## config.mk

```make
export PLATFORM = sky130hd
export DESIGN_NAME = comparador_conjunto_programable
export DESIGN_NICKNAME = d
export VERILOG_FILES = /design/src/rtl/comparador_pkg.sv /design/src/rtl/comparador_grupo.sv /design/src/rtl/comparador_conjunto_programable.sv
export SDC_FILE = /design/constraint.sdc
export NUM_CORES = 1
export LEC_CHECK = 0
export CORE_MARGIN = 2
export CORE_UTILIZATION = 40
export DETAILED_ROUTE_END_ITERATION = 16
export GPL_TIMING_DRIVEN = 0
export PLACE_DENSITY_LB_ADDON = 0.2
export SYNTH_ARGS = -nofsm -noshare
export SYNTH_HDL_FRONTEND = slang
export SYNTH_SLANG_ARGS = --single-unit
```

## constraint.sdc

```tcl
create_clock -name Reloj -period 3.5 [get_ports Reloj]
set_clock_uncertainty 0.2 [all_clocks]
set_input_delay 0.525 -clock Reloj [delete_from_list [all_inputs] [get_ports Reloj]]
set_output_delay 0.525 -clock Reloj [all_outputs]
set_load 0.1 [all_outputs]
```

## src/rtl/comparador_pkg.sv

```systemverilog
`default_nettype none
// +--------------------------------------------------------------------+
// | comparador_pkg: shared types, sizing helpers and default value set |
// | Rev 1.0                                                            |
// +--------------------------------------------------------------------+
package comparador_pkg;

  typedef enum logic [1:0] {
    REPOSO    = 2'd0,
    BARRIDO   = 2'd1,
    RESULTADO = 2'd2
  } estado_t;

  localparam int c_num_defecto = 22;

  // Historical fixed combination set of the original 6-bit comparator.
  localparam logic [5:0] c_defecto [0:c_num_defecto-1] = '{
    6'd1,  6'd2,  6'd3,  6'd5,  6'd10, 6'd12, 6'd13, 6'd15,
    6'd20, 6'd21, 6'd22, 6'd23, 6'd25, 6'd30, 6'd31, 6'd32,
    6'd33, 6'd35, 6'd50, 6'd51, 6'd52, 6'd53
  };

  function automatic int calc_iw(input int profundidad);
    return (profundidad > 1) ? $clog2(profundidad) : 1;
  endfunction

  function automatic int calc_ng(input int profundidad, input int carriles);
    return (profundidad + carriles - 1) / carriles - 1;
  endfunction

endpackage
`default_nettype wire

```

## src/rtl/comparador_grupo.sv

```systemverilog
`default_nettype none
// +--------------------------------------------------------------------+
// | comparador_grupo: parallel lane compare with lowest-lane priority  |
// | Rev 1.0                                                            |
// +--------------------------------------------------------------------+
module comparador_grupo
  import comparador_pkg::*;
#(
  parameter int ANCHO    = 6,
  parameter int CARRILES = 4,
  localparam int LW      = calc_iw(CARRILES)
) (
  input  logic [ANCHO-1:0]                i_clave,
  input  logic [CARRILES-1:0][ANCHO-1:0]  i_dato,
  input  logic [CARRILES-1:0]             i_valido,
  output logic                            o_acierto,
  output logic [LW-1:0]                   o_carril
);

  logic [CARRILES-1:0] w_coincide;

  for (genvar l = 0; l < CARRILES; l++) begin : g_carril
    assign w_coincide[l] = i_valido[l] && (i_dato[l] == i_clave);
  end

  // Scanning from the top lane down leaves the lowest matching lane.
  always_comb begin
    o_carril = '0;
    for (int l = CARRILES - 1; l >= 0; l--) begin
      if (w_coincide[l]) o_carril = LW'(l);
    end
  end

  assign o_acierto = |w_coincide;

endmodule
`default_nettype wire

```

## src/rtl/comparador_conjunto_programable.sv

```systemverilog
`default_nettype none
// +--------------------------------------------------------------------+
// | comparador_conjunto_programable: writable set membership search    |
// | Rev 1.0                                                            |
// +--------------------------------------------------------------------+
module comparador_conjunto_programable
  import comparador_pkg::*;
#(
  parameter int ANCHO         = 6,
  parameter int PROFUNDIDAD   = 22,
  parameter int CARRILES      = 4,
  parameter int CARGA_INICIAL = 1,
  localparam int IW           = calc_iw(PROFUNDIDAD)
) (
  input  logic             Reloj,
  input  logic             Reset_n,
  input  logic             Escribir,
  input  logic [IW-1:0]    DirEscritura,
  input  logic [ANCHO-1:0] DatoEscritura,
  input  logic             ValidoEscritura,
  input  logic             Borrar,
  input  logic             ConsultaValida,
  output logic             ConsultaLista,
  input  logic [ANCHO-1:0] Entrada,
  output logic             ResultadoValido,
  input  logic             ResultadoListo,
  output logic             Salida,
  output logic [IW-1:0]    Indice,
  output logic             Ocupado
);

  localparam int NG = calc_ng(PROFUNDIDAD, CARRILES);
  localparam int GW = calc_iw(NG + 1);
  localparam int LW = calc_iw(CARRILES);

  localparam logic [1:0] c_reposo    = REPOSO;
  localparam logic [1:0] c_barrido   = BARRIDO;
  localparam logic [1:0] c_resultado = RESULTADO;

  localparam logic [GW-1:0] c_ultimo = GW'(NG);
  localparam bit c_carga = (CARGA_INICIAL == 1) && (ANCHO == 6) &&
                           (PROFUNDIDAD >= c_num_defecto);

  logic [ANCHO-1:0]                w_dato   [0:PROFUNDIDAD-1];
  logic                            w_valido [0:PROFUNDIDAD-1];
  logic [CARRILES-1:0][ANCHO-1:0]  w_grp_dato [0:NG];
  logic [CARRILES-1:0]             w_grp_val  [0:NG];
  logic [CARRILES-1:0][ANCHO-1:0]  w_lane_dato;
  logic [CARRILES-1:0]             w_lane_val;
  logic                            w_acierto;
  logic [LW-1:0]                   w_carril;
  logic [IW-1:0]                   w_indice;

  logic [1:0]       r_estado;
  logic [GW-1:0]    r_grupo;
  logic [ANCHO-1:0] r_clave;
  logic             r_salida;
  logic [IW-1:0]    r_indice;

  // Table storage; out-of-range addresses match no entry and are dropped.
  for (genvar e = 0; e < PROFUNDIDAD; e++) begin : g_entrada
    localparam bit c_ini_val = c_carga && (e < c_num_defecto);
    localparam logic [ANCHO-1:0] c_ini_dato =
      c_ini_val ? ANCHO'(c_defecto[e % c_num_defecto]) : '0;

    logic [ANCHO-1:0] r_dato;
    logic             r_valido;

    always_ff @(posedge Reloj or negedge Reset_n) begin
      if (!Reset_n) begin
        r_dato   <= c_ini_dato;
        r_valido <= c_ini_val;
      end else if (Borrar) begin
        r_valido <= 1'b0;
      end else if (Escribir && (DirEscritura == IW'(e))) begin
        r_dato   <= DatoEscritura;
        r_valido <= ValidoEscritura;
      end
    end

    assign w_dato[e]   = r_dato;
    assign w_valido[e] = r_valido;
  end

  // Lanes past the table end are padded as permanently invalid.
  for (genvar g = 0; g <= NG; g++) begin : g_grupo
    for (genvar l = 0; l < CARRILES; l++) begin : g_carril
      if (g * CARRILES + l < PROFUNDIDAD) begin : g_real
        assign w_grp_dato[g][l] = w_dato[g * CARRILES + l];
        assign w_grp_val[g][l]  = w_valido[g * CARRILES + l];
      end else begin : g_vacio
        assign w_grp_dato[g][l] = '0;
        assign w_grp_val[g][l]  = 1'b0;
      end
    end
  end

  assign w_lane_dato = w_grp_dato[r_grupo];
  assign w_lane_val  = w_grp_val[r_grupo];

  comparador_grupo #(
    .ANCHO    (ANCHO),
    .CARRILES (CARRILES)
  ) u_grupo (
    .i_clave   (r_clave),
    .i_dato    (w_lane_dato),
    .i_valido  (w_lane_val),
    .o_acierto (w_acierto),
    .o_carril  (w_carril)
  );

  assign w_indice = IW'(int'(r_grupo) * CARRILES + int'(w_carril));

  always_ff @(posedge Reloj or negedge Reset_n) begin
    if (!Reset_n) begin
      r_estado <= c_reposo;
      r_grupo  <= '0;
      r_clave  <= '0;
      r_salida <= 1'b0;
      r_indice <= '0;
    end else begin
      case (r_estado)
        c_reposo: begin
          if (ConsultaValida) begin
            r_clave  <= Entrada;
            r_grupo  <= '0;
            r_estado <= c_barrido;
          end
        end
        c_barrido: begin
          if (w_acierto) begin
            r_salida <= 1'b1;
            r_indice <= w_indice;
            r_estado <= c_resultado;
          end else if (r_grupo == c_ultimo) begin
            r_salida <= 1'b0;
            r_indice <= '0;
            r_estado <= c_resultado;
          end else begin
            r_grupo <= r_grupo + 1'b1;
          end
        end
        c_resultado: begin
          if (ResultadoListo) r_estado <= c_reposo;
        end
        default: r_estado <= c_reposo;
      endcase
    end
  end

  assign ConsultaLista   = (r_estado == c_reposo);
  assign ResultadoValido = (r_estado == c_resultado);
  assign Ocupado         = (r_estado != c_reposo);
  assign Salida          = r_salida;
  assign Indice          = r_indice;

endmodule
`default_nettype wire
```

==> results.yml, run 1 <==
outcome:
  status: "complete, no violations"
global_routing:
  first_global_vias: 6110
  grt_antenna_before_repair: 0
  overflow: 0
  grt_max_degree: 109
  grt_pass1_wl_um: 37300
  grt.total_usage: 0.226
placed_design:
  dpl_cell_area_um2: 9320
  placed_cells: 1024
  port-buffer-count: 31
  place.gp.congestion: 0.888
  dpl.hpwl_um: 17300
timing:
  grt_setup_unrepaired: "no"
  maxSlewHeadroom: 0.167
  finalHoldViolCount: 0
  tns_ns: 0
  min_period_ns: 3.43
  period_share: 0.981
  fmax_ghz: 0.291
  slew_violations: 0
  worst_pin_slew_ns: 1.24
  setup_viol: 0
clock_network:
  clk_latency_ns: 0.44
  cts_num_sinks: 171
  post-cts-setup-buffer-count: 0
  clockRootBuffer: "clkbuf_16"
  cts_tree: "done"
  cts.clk_slew.worst_paths_ns: 0.07
  cts_htree_levels: 4
  clk_path_buf_depth: 2
  cts_made_buffers: 17
final_layout:
  diodes: 0
  final_common_cell: "mux2_2"
  drive_gt1_frac: 0.381
  multi_input_area_um2: 3980
  synthToLayoutAreaGrowth_pct: 15.1
  fin_area_um2: 9930
  n_fill_cell: 1908
  fin_cells: 1058
  seqCellArea_um2: 4380
  layout_common_cells: "mux2_2, dfrtp_1, dfstp_2, nand2_1, nor2_1"
  fin_nets: 796
power:
  p_leak_nw: 4.14
  pwr_density_cell_nw_per_um2: 700
  max-vdd-ir-drop_mv: 0.326
synth:
  ys.flop_type: "dfrtp_1"
  netlist_area_um2: 8630
  ys_seq_elements: 171
  synth_edf_count: 0
  ys_seq_area_frac: 0.508
  ys_warn_count: 0
  synth_cells: 717
  avgSynthCellArea_um2: 12.0
  synth.net_count: 743
  synthArstFlopShare: 1.00
  synth.distinct_cells: 52
drt:
  detail-route-antenna-nets: 0
  routed_wl_um: 24500
  drc: 0
  vias_per_cell: 5.60
  vias: 5921
  avgRoutedWirePerCell_um: 23.2
  dr.pass1.iters: 7
  first_iter_violations: 321
job:
  maxCapViolCount: 0
floorplanning:
  start_util: 0.409
  die_w_um: 151
  chipHeight_um: 151
  core_area_um2: 21100
  rows: 53
  pin_count: 33
  dieArea_um2: 22800
min_path:
  hold_path.class: "flip-flop to flip-flop"
setup_path:
  critical_path_peak_fanout: 10
  worstPathArrival_ns: 3.56
  path_buf_inv: 2
  cpMaxStageDelayCell: "nor4_4"
  slowest_delay_ns: 0.54
  cp.required_ns: 3.63
  crit_type: "flip-flop to flip-flop"
  start_kind: "flip-flop"
  worstPathCellList: "buf_4 -> buf_2 -> mux2i_1 -> nor2_1 -> o22ai_1 -> xor2_1 -> nand4_1 -> nor4_4 -> nor3_2 -> a221o_1 -> o311ai_1"
  worst_setup_path_end_kind: "flip-flop"
  path_delay_family: "simple AND/OR/NAND/NOR gates"
[final timing paths]
check                                      start                      end  slack [ns]  depth (start not counted)
setup / recovery                      r_grupo[1]               r_grupo[2]        0.07                         11
hold / removal             g_entrada[1].r_valido    g_entrada[1].r_valido        0.28                          2
setup reg to reg                      r_grupo[1]               r_grupo[2]        0.07                         11
hold reg to reg            g_entrada[1].r_valido    g_entrada[1].r_valido        0.28                          2
max in group asynchronous                Reset_n  g_entrada[20].r_dato[1]        1.76                          3
min in group asynchronous                Reset_n  g_entrada[17].r_dato[4]        0.43                          2
[stage by stage]
step                       util  power, mW  hold WS (ns)  setup WS (ns)
after floorplan               -       4.25        0.0294         0.0410
after global placement    0.440       5.00         0.263          -4.87
after detailed placement  0.442       5.05         0.267        -0.0515
after CTS                 0.470       6.95         0.278         0.0167
after global routing      0.471       7.25         0.300         0.0201
final                     0.471       6.96         0.275         0.0660
[per-layer routing]
metal / track usage / up-vias / share of wire
met4: 0.0724 / 0 / 0.024
li1: - / 2669 / -
met3: 0.0479 / 35 / 0.052
met1: 0.298 / 3045 / 0.44
met5: 0 / - / 0
met2: 0.373 / 172 / 0.48
[cell type report]
class,instances,area share
Buffer,48,0.0233
Clock buffer,18,0.0432
Clock inverter,14,0.0161
Inverter,13,0.00491
Multi-Input combinational cell,485,0.400
Sequential cell,171,0.441
Tap cell,275,0.0346
Timing Repair Buffer,34,0.0360
[logic make-up (layout without fill, tap and decap cells)]
family / Yosys count / count (layout) / synth area share
xor+xnor: 24 / 24 / 0.0244
simple gates: 172 / 172 / 0.0992
flops: 171 / 171 / 0.508
fa+ha+maj: 2 / 2 / 0.00290
compound gates: 89 / 89 / 0.0652
buf+inv: 61 / 127 / 0.0322
mux: 198 / 198 / 0.268
[power breakdown]
group | leakage (nW) | switching, mW | internal, mW
Combinational | 1.84 | 1.60 | 0.991
Sequential | 2.02 | 0.139 | 2.32
Clock | 0.280 | 0.843 | 1.07
Total | 4.14 | 2.58 | 4.38
[state kept, by name, indices dropped and copies added (netlist names)]
| register | flops |
|---|---|
| Indice | 5 |
| Salida | 1 |
| g_entrada.r_dato | 132 |
| g_entrada.r_valido | 22 |
| r_clave | 6 |
| r_estado | 2 |
| r_grupo | 3 |
[what timing repair did]
action,CTS,global route
hold buffers,1,0
setup endpoints to repair,0,11
gates resized for setup,0,3
hold endpoints to repair,29,0
[tightest hold or removal path, delay by kind of cell, from the launching register on]
kind,cells,cell delay [ns]
simple gates,1,0.05
compound gates,1,0.06
flops,1,0.37
[Yosys cell counts, types with 7 or more instances]
cell type,n,share of area
xnor2_1,12,0.012
dfstp_2,83,0.25
mux2i_1,42,0.049
dfrtp_1,88,0.26
nor3_1,15,0.0087
nand2_1,48,0.021
xor2_1,12,0.012
nand2b_1,15,0.011
inv_1,12,0.0052
buf_2,12,0.0070
nor2_1,44,0.019
o21ai_0,17,0.0099
mux2_2,145,0.19
o22ai_1,12,0.0087
a21oi_1,36,0.021
nand3_1,15,0.0087
nor2b_1,9,0.0065
nand4_1,9,0.0065
clkbuf_1,27,0.012
mux4_2,7,0.018
No activity file was read; power rests on OpenSTA's default activity.
==> run 2: changes to the inputs <==
Settings changed: HOLD_SLACK_MARGIN from default to 0.08, PLACE_DENSITY_LB_ADDON 0.2 to 0.15, TNS_END_PERCENT from default to 5.
==> results.yml, run 2 (synthesized netlist as in run 1, its figures left out) <==
final_layout:
  largest-register: "g_entrada.r_dato"
  multi_input_area_um2: 3980
  drive_gt1_frac: 0.379
  fin_util: 0.472
  layout_common_cells: "mux2_2, dfrtp_1, dfstp_2, nand2_1, nor2_1"
  final_common_cell: "mux2_2"
  largest_register_ffs: 132
  fin_area_um2: 9950
  synthToLayoutAreaGrowth_pct: 15.3
  n_fill_cell: 1897
  fin_nets: 795
  top_regs: "g_entrada.r_dato (132), g_entrada.r_valido (22), r_clave (6)"
  seqCellArea_um2: 4380
  fin_cells: 1057
  diodes: 0
clock_network:
  cts_made_buffers: 17
  cts_num_sinks: 171
  clockRootBuffer: "clkbuf_16"
  cts_tree: "done"
  cts_htree_levels: 4
  clk_path_buf_depth: 2
  post-cts-setup-buffer-count: 0
  cts.clk_slew.worst_paths_ns: 0.07
  clk_latency_ns: 0.43
setup_path:
  start_kind: "flip-flop"
  critical_path_peak_fanout: 10
  worstPathArrival_ns: 3.47
  cp.required_ns: 3.65
  crit_type: "flip-flop to flip-flop"
  worst_setup_path_end_kind: "flip-flop"
  slowest_delay_ns: 0.47
  worstPathCellList: "buf_4 -> buf_4 -> mux2i_1 -> o21ai_0 -> a221oi_1 -> xor2_1 -> nand4_1 -> o41ai_4 -> nor3_2 -> nor3b_4 -> mux2i_1"
  cpMaxStageDelayCell: "dfrtp_1"
power:
  p_leak_nw: 4.16
  pwr-share-comb: 0.368
  clkPwrFrac: 0.283
  swShare: 0.366
  pwr_density_cell_nw_per_um2: 706
  max-vdd-ir-drop_mv: 0.346
  p_sw_mw: 2.57
  pwr-share-seq: 0.349
  p_int_mw: 4.46
placed_design:
  placed_cells: 1024
  port-buffer-count: 31
  dpl_cell_area_um2: 9320
  place.gp.congestion: 0.877
  dpl.hpwl_um: 17600
timing:
  slew_violations: 0
  maxSlewHeadroom: 0.219
  min_period_ns: 3.32
  setup_viol: 0
  period_share: 0.948
  fmax_ghz: 0.301
  worst_pin_slew_ns: 1.16
  finalHoldViolCount: 0
  grt_setup_unrepaired: "no"
drt:
  routed_wl_um: 24600
  drc: 0
  detail-route-antenna-nets: 0
  dr.pass1.iters: 5
  vias: 5906
  first_iter_violations: 402
  avgRoutedWirePerCell_um: 23.2
  vias_per_cell: 5.59
floorplanning:
  die_w_um: 151
  start_util: 0.409
  chipHeight_um: 151
  rows: 53
  pin_count: 33
  dieArea_um2: 22800
  core_area_um2: 21100
outcome:
  status: "complete, no violations"
global_routing:
  grt.total_usage: 0.228
  overflow: 0
  grt_max_degree: 95
  grt_antenna_before_repair: 0
  grt_pass1_wl_um: 37700
  first_global_vias: 6116
job:
  maxCapViolCount: 0
min_path:
  hold_path.class: "flip-flop to flip-flop"
run 2: cell count changes in the layout (fill, tap and decap cells not counted), sizes merged:
cell,change
clkinvlp,-3
bufinv,+1
inv,+1
clkbuf,+2
buf,-2
run 2: critical path, delay by kind of cell (launching register included):
family                 cells  cell delay, ns
AO/OA/AOI/OAI              3            0.66
multiplexers               2            0.47
buffers and inverters      2            0.54
AND/OR/NAND/NOR            3            0.78
XOR/XNOR                   1            0.11
flip-flops                 1            0.47
run 2: final cells by class:
| type | count | share of cell area |
|---|---|---|
| flip-flops and latches | 171 | 0.440 |
| multi-input cells | 485 | 0.399 |
| clock buffers | 19 | 0.0435 |
| repair buffers | 33 | 0.0354 |
| well taps | 275 | 0.0346 |
| plain buffers | 48 | 0.0238 |
| clock inverters | 13 | 0.0180 |
| inverters | 13 | 0.00490 |
run 2: path summary, 6_finish.rpt:
path	start	endpoint	slack [ns]	depth (start not counted)
worst max-delay path	r_grupo[1]	r_grupo[0]	0.18	11
min in group asynchronous	Reset_n	Indice[0]	0.49	2
worst max register to register	r_grupo[1]	r_grupo[0]	0.18	11
worst min-delay path	g_entrada[1].r_valido	g_entrada[1].r_valido	0.28	2
worst min register to register	g_entrada[1].r_valido	g_entrada[1].r_valido	0.28	2
max in group asynchronous	Reset_n	g_entrada[11].r_dato[0]	1.75	3
run 2: repair_timing:
item | in CTS | in global routing
hold buffers | 1 | 0
resized for setup | 1 | 2
pin swaps | 0 | 3
setup endpoints to repair | 1 | 9
endpoints found under the hold margin | 41 | 0
run 2: metal layers:
layer,track usage,routed length (um),vias up
met1,0.300,11100,3049
li1,-,-,2659
met4,0.0785,666,0
met5,0,0,-
met2,0.382,11900,163
met3,0.0398,954,35
run 2: metrics by stage:
stage | hold WS (ns) | total power [mW] | worst slack, ns | TNS, ns
after global placement | 0.261 | 5.00 | -4.98 | -676.62
after CTS | 0.280 | 7.05 | 0.0666 | 0
after global routing | 0.305 | 7.36 | 0.0164 | 0
after detailed placement | 0.270 | 5.05 | -0.0832 | -0.386
after floorplan | 0.0294 | 4.25 | 0.0410 | 0
final | 0.276 | 7.03 | 0.181 | 0
run 2: power groups by stage:
stage | clock network (mW) | registers, mW | logic, mW
5_1_grt | 2.11 | 2.49 | 2.76
6_report | 1.99 | 2.45 | 2.59
3_5_place_dp | 0 | 2.48 | 2.56
4_1_cts | 2.03 | 2.45 | 2.57
2_1_floorplan | 0 | 2.46 | 1.80
3_3_place_gp | 0 | 2.47 | 2.53
==> run 3: changes to the inputs <==
Settings changed: SYNTH_HIERARCHICAL from default to 1.
==> results.yml, run 3 <==
power:
  pwr_density_cell_nw_per_um2: 670
  swShare: 0.362
  finalPower_mw: 6.77
  p_int_mw: 4.32
  max-vdd-ir-drop_mv: 0.387
  pwr-share-comb: 0.343
  pwr-share-seq: 0.383
  p_leak_nw: 4.41
  clkPwrFrac: 0.275
  p_sw_mw: 2.45
global_routing:
  overflow: 0
  grt_max_degree: 115
  grt_antenna_before_repair: 0
  grt.total_usage: 0.206
  first_global_vias: 5876
  grt_pass1_wl_um: 36000
floorplanning:
  dieArea_um2: 23100
  core_area_um2: 21700
  pin_count: 33
  chipHeight_um: 152
  die_w_um: 152
  rows: 54
  start_util: 0.404
synth:
  synth_area_leader_cell: "dfrtp_1"
  netlist_area_um2: 8760
  synth_most_common_cell: "mux2_2"
  ys_seq_area_frac: 0.500
  ys.flop_type: "dfrtp_1"
  synth.area.top_cells: "dfrtp_1, dfstp_2, mux2_2, mux2i_1, mux2_4"
  synth_top_area_frac: 0.251
  avgSynthCellArea_um2: 13.0
  synth_xor_xnor_area_share: 0.0248
  synth_edf_count: 0
  synth.area.mux_share: 0.294
  synth_top_family_by_area: "multiplexers"
  synth_compound_area_frac: 0.0555
  synthAdderAreaFrac: 0.00286
  ys_warn_count: 6
  synthArstFlopShare: 1.00
  synth.distinct_cells: 48
  synth_cells: 676
  synth-simple-area-share: 0.0898
  synth.net_count: 702
  synth_common_cells: "mux2_2, mux2i_1, dfrtp_1"
  ys_seq_elements: 171
timing:
  maxSlewHeadroom: 0.293
  setup_viol: 0
  worst_pin_slew_ns: 1.05
  finalHoldViolCount: 0
  period_share: 0.949
  min_period_ns: 3.32
  tns_ns: 0
  fmax_ghz: 0.301
  setup_ws_ns: 0.180
  grt_setup_unrepaired: "no"
  slew_violations: 0
drt:
  vias_per_cell: 5.40
  first_iter_violations: 254
  detail-route-antenna-nets: 0
  drc: 0
  dr.pass1.iters: 4
  vias: 5506
  avgRoutedWirePerCell_um: 22.9
  routed_wl_um: 23300
placed_design:
  dpl_cell_area_um2: 9450
  dpl.hpwl_um: 16400
  pre_cts_ws_ns: -0.622
  placed_cells: 987
  place.gp.congestion: 0.839
  port-buffer-count: 30
setup_path:
  worst_setup_path_end_kind: "flip-flop"
  cp.required_ns: 3.62
  crit_type: "flip-flop to flip-flop"
  crit_cells: 12
  worstPathCellList: "buf_4 -> buf_4 -> mux2i_1 -> o2bb2ai_1 -> o21a_1 -> xor2_1 -> or4_4 -> nor2b_4 -> nand2_1 -> a21oi_1 -> nand2b_2 -> a22o_1"
  slowest_delay_ns: 0.55
  cpMaxStageDelayCell: "or4_4"
  start_kind: "flip-flop"
  path_buf_inv: 2
  worst_path_most_repeated_cell: "buf_4"
  reg2regPathDepth: 12
  path_delay_family: "simple AND/OR/NAND/NOR gates"
  worstPathArrival_ns: 3.44
  critical_path_peak_fanout: 10
final_layout:
  largest-register: "g_entrada.r_dato"
  largest_register_ffs: 132
  diodes: 0
  multi_input_area_um2: 4130
  drive_gt1_frac: 0.408
  final_common_cell: "mux2_2"
  seqCellArea_um2: 4380
  top_regs: "g_entrada.r_dato (132), g_entrada.r_valido (22), r_clave (6)"
  fin_nets: 753
  fin_cells: 1020
  synthToLayoutAreaGrowth_pct: 15.2
  n_fill_cell: 1925
  fin_area_um2: 10100
  layout_common_cells: "mux2_2, mux2i_1, dfrtp_1, dfstp_2, nand2_1"
min_path:
  hold_path.class: "input pin to flip-flop"
  hold_depth: 3
clock_network:
  cts_htree_levels: 4
  cts_num_sinks: 171
  cts_made_buffers: 17
  clk_latency_ns: 0.43
  clk_path_buf_depth: 2
  cts.clk_slew.worst_paths_ns: 0.07
  cts_tree: "done"
  clockRootBuffer: "clkbuf_16"
job:
  maxCapViolCount: 0
outcome:
  status: "complete, no violations"
[run 3: power groups by stage]
stage | logic (mW) | registers (mW) | clock network [mW]
final | 2.32 | 2.59 | 1.86
after global routing | 2.48 | 2.63 | 1.99
after CTS | 2.33 | 2.58 | 1.89
after detailed placement | 2.25 | 2.61 | 0
after global placement | 2.22 | 2.60 | 0
after floorplan | 1.61 | 2.57 | 0
[run 3: what timing repair did]
item / CTS / global route
buffers inserted: 0 / 1
setup endpoints to repair: 11 / 6
hold buffers: 1 / 0
hold endpoints to repair: 34 / 0
pin swaps: 0 / 1
resized for setup: 14 / 8
[run 3: cell families (layout without fill, tap and decap cells)]
family                     after synthesis  count (layout)
muxes                                  233             233
DFF                                    171             171
and+or+nand+nor                        123             123
AOI/OAI and AO/OA                       65              65
buffers and inverters                   58             122
xor gates and xnor gates                24              24
adders and majority gates                2               2
[run 3: area by class of cell]
type | instances | share of cell area
plain buffers | 54 | 0.0303
clock buffers | 21 | 0.0456
clock inverters | 11 | 0.0110
inverters | 3 | 0.00111
multi-input cells | 447 | 0.409
flip-flops and latches | 171 | 0.434
well taps | 280 | 0.0347
repair buffers | 33 | 0.0347
[run 3: path summary, 6_finish.rpt]
check                                           to  slack [ns]             from
setup reg to reg                         Indice[2]        0.18       r_grupo[2]
min in group asynchronous  g_entrada[15].r_dato[4]        0.41          Reset_n
hold reg to reg                             Salida        0.29           Salida
max in group asynchronous   g_entrada[0].r_dato[2]        1.79          Reset_n
setup / recovery                         Indice[2]        0.18       r_grupo[2]
hold / removal              g_entrada[19].r_valido        0.26  DirEscritura[0]
[run 3: worst register-to-register path: stages (launching register included)]
cell,delay (ns)
dfrtp_2,0.43
buf_4,0.23
buf_4,0.27
mux2i_1,0.27
o2bb2ai_1,0.12
o21a_1,0.19
xor2_1,0.13
or4_4,0.55
nor2b_4,0.15
nand2_1,0.09
a21oi_1,0.06
nand2b_2,0.26
a22o_1,0.26
[run 3: metrics by stage]
step                utilization  hold slack [ns]
detailed placement        0.436            0.276
global placement          0.434            0.267
CTS                       0.465            0.251
floorplan                     -           0.0294
finish                    0.466            0.255
global route              0.466            0.264
[run 3: metal layers]
| metal | share of wire | vias up | GRT usage |
|---|---|---|---|
| li1 | - | 2539 | - |
| met1 | 0.47 | 2840 | 0.280 |
| met2 | 0.48 | 94 | 0.338 |
| met3 | 0.024 | 33 | 0.0331 |
| met4 | 0.026 | 0 | 0.0672 |
| met5 | 0 | - | 0 |
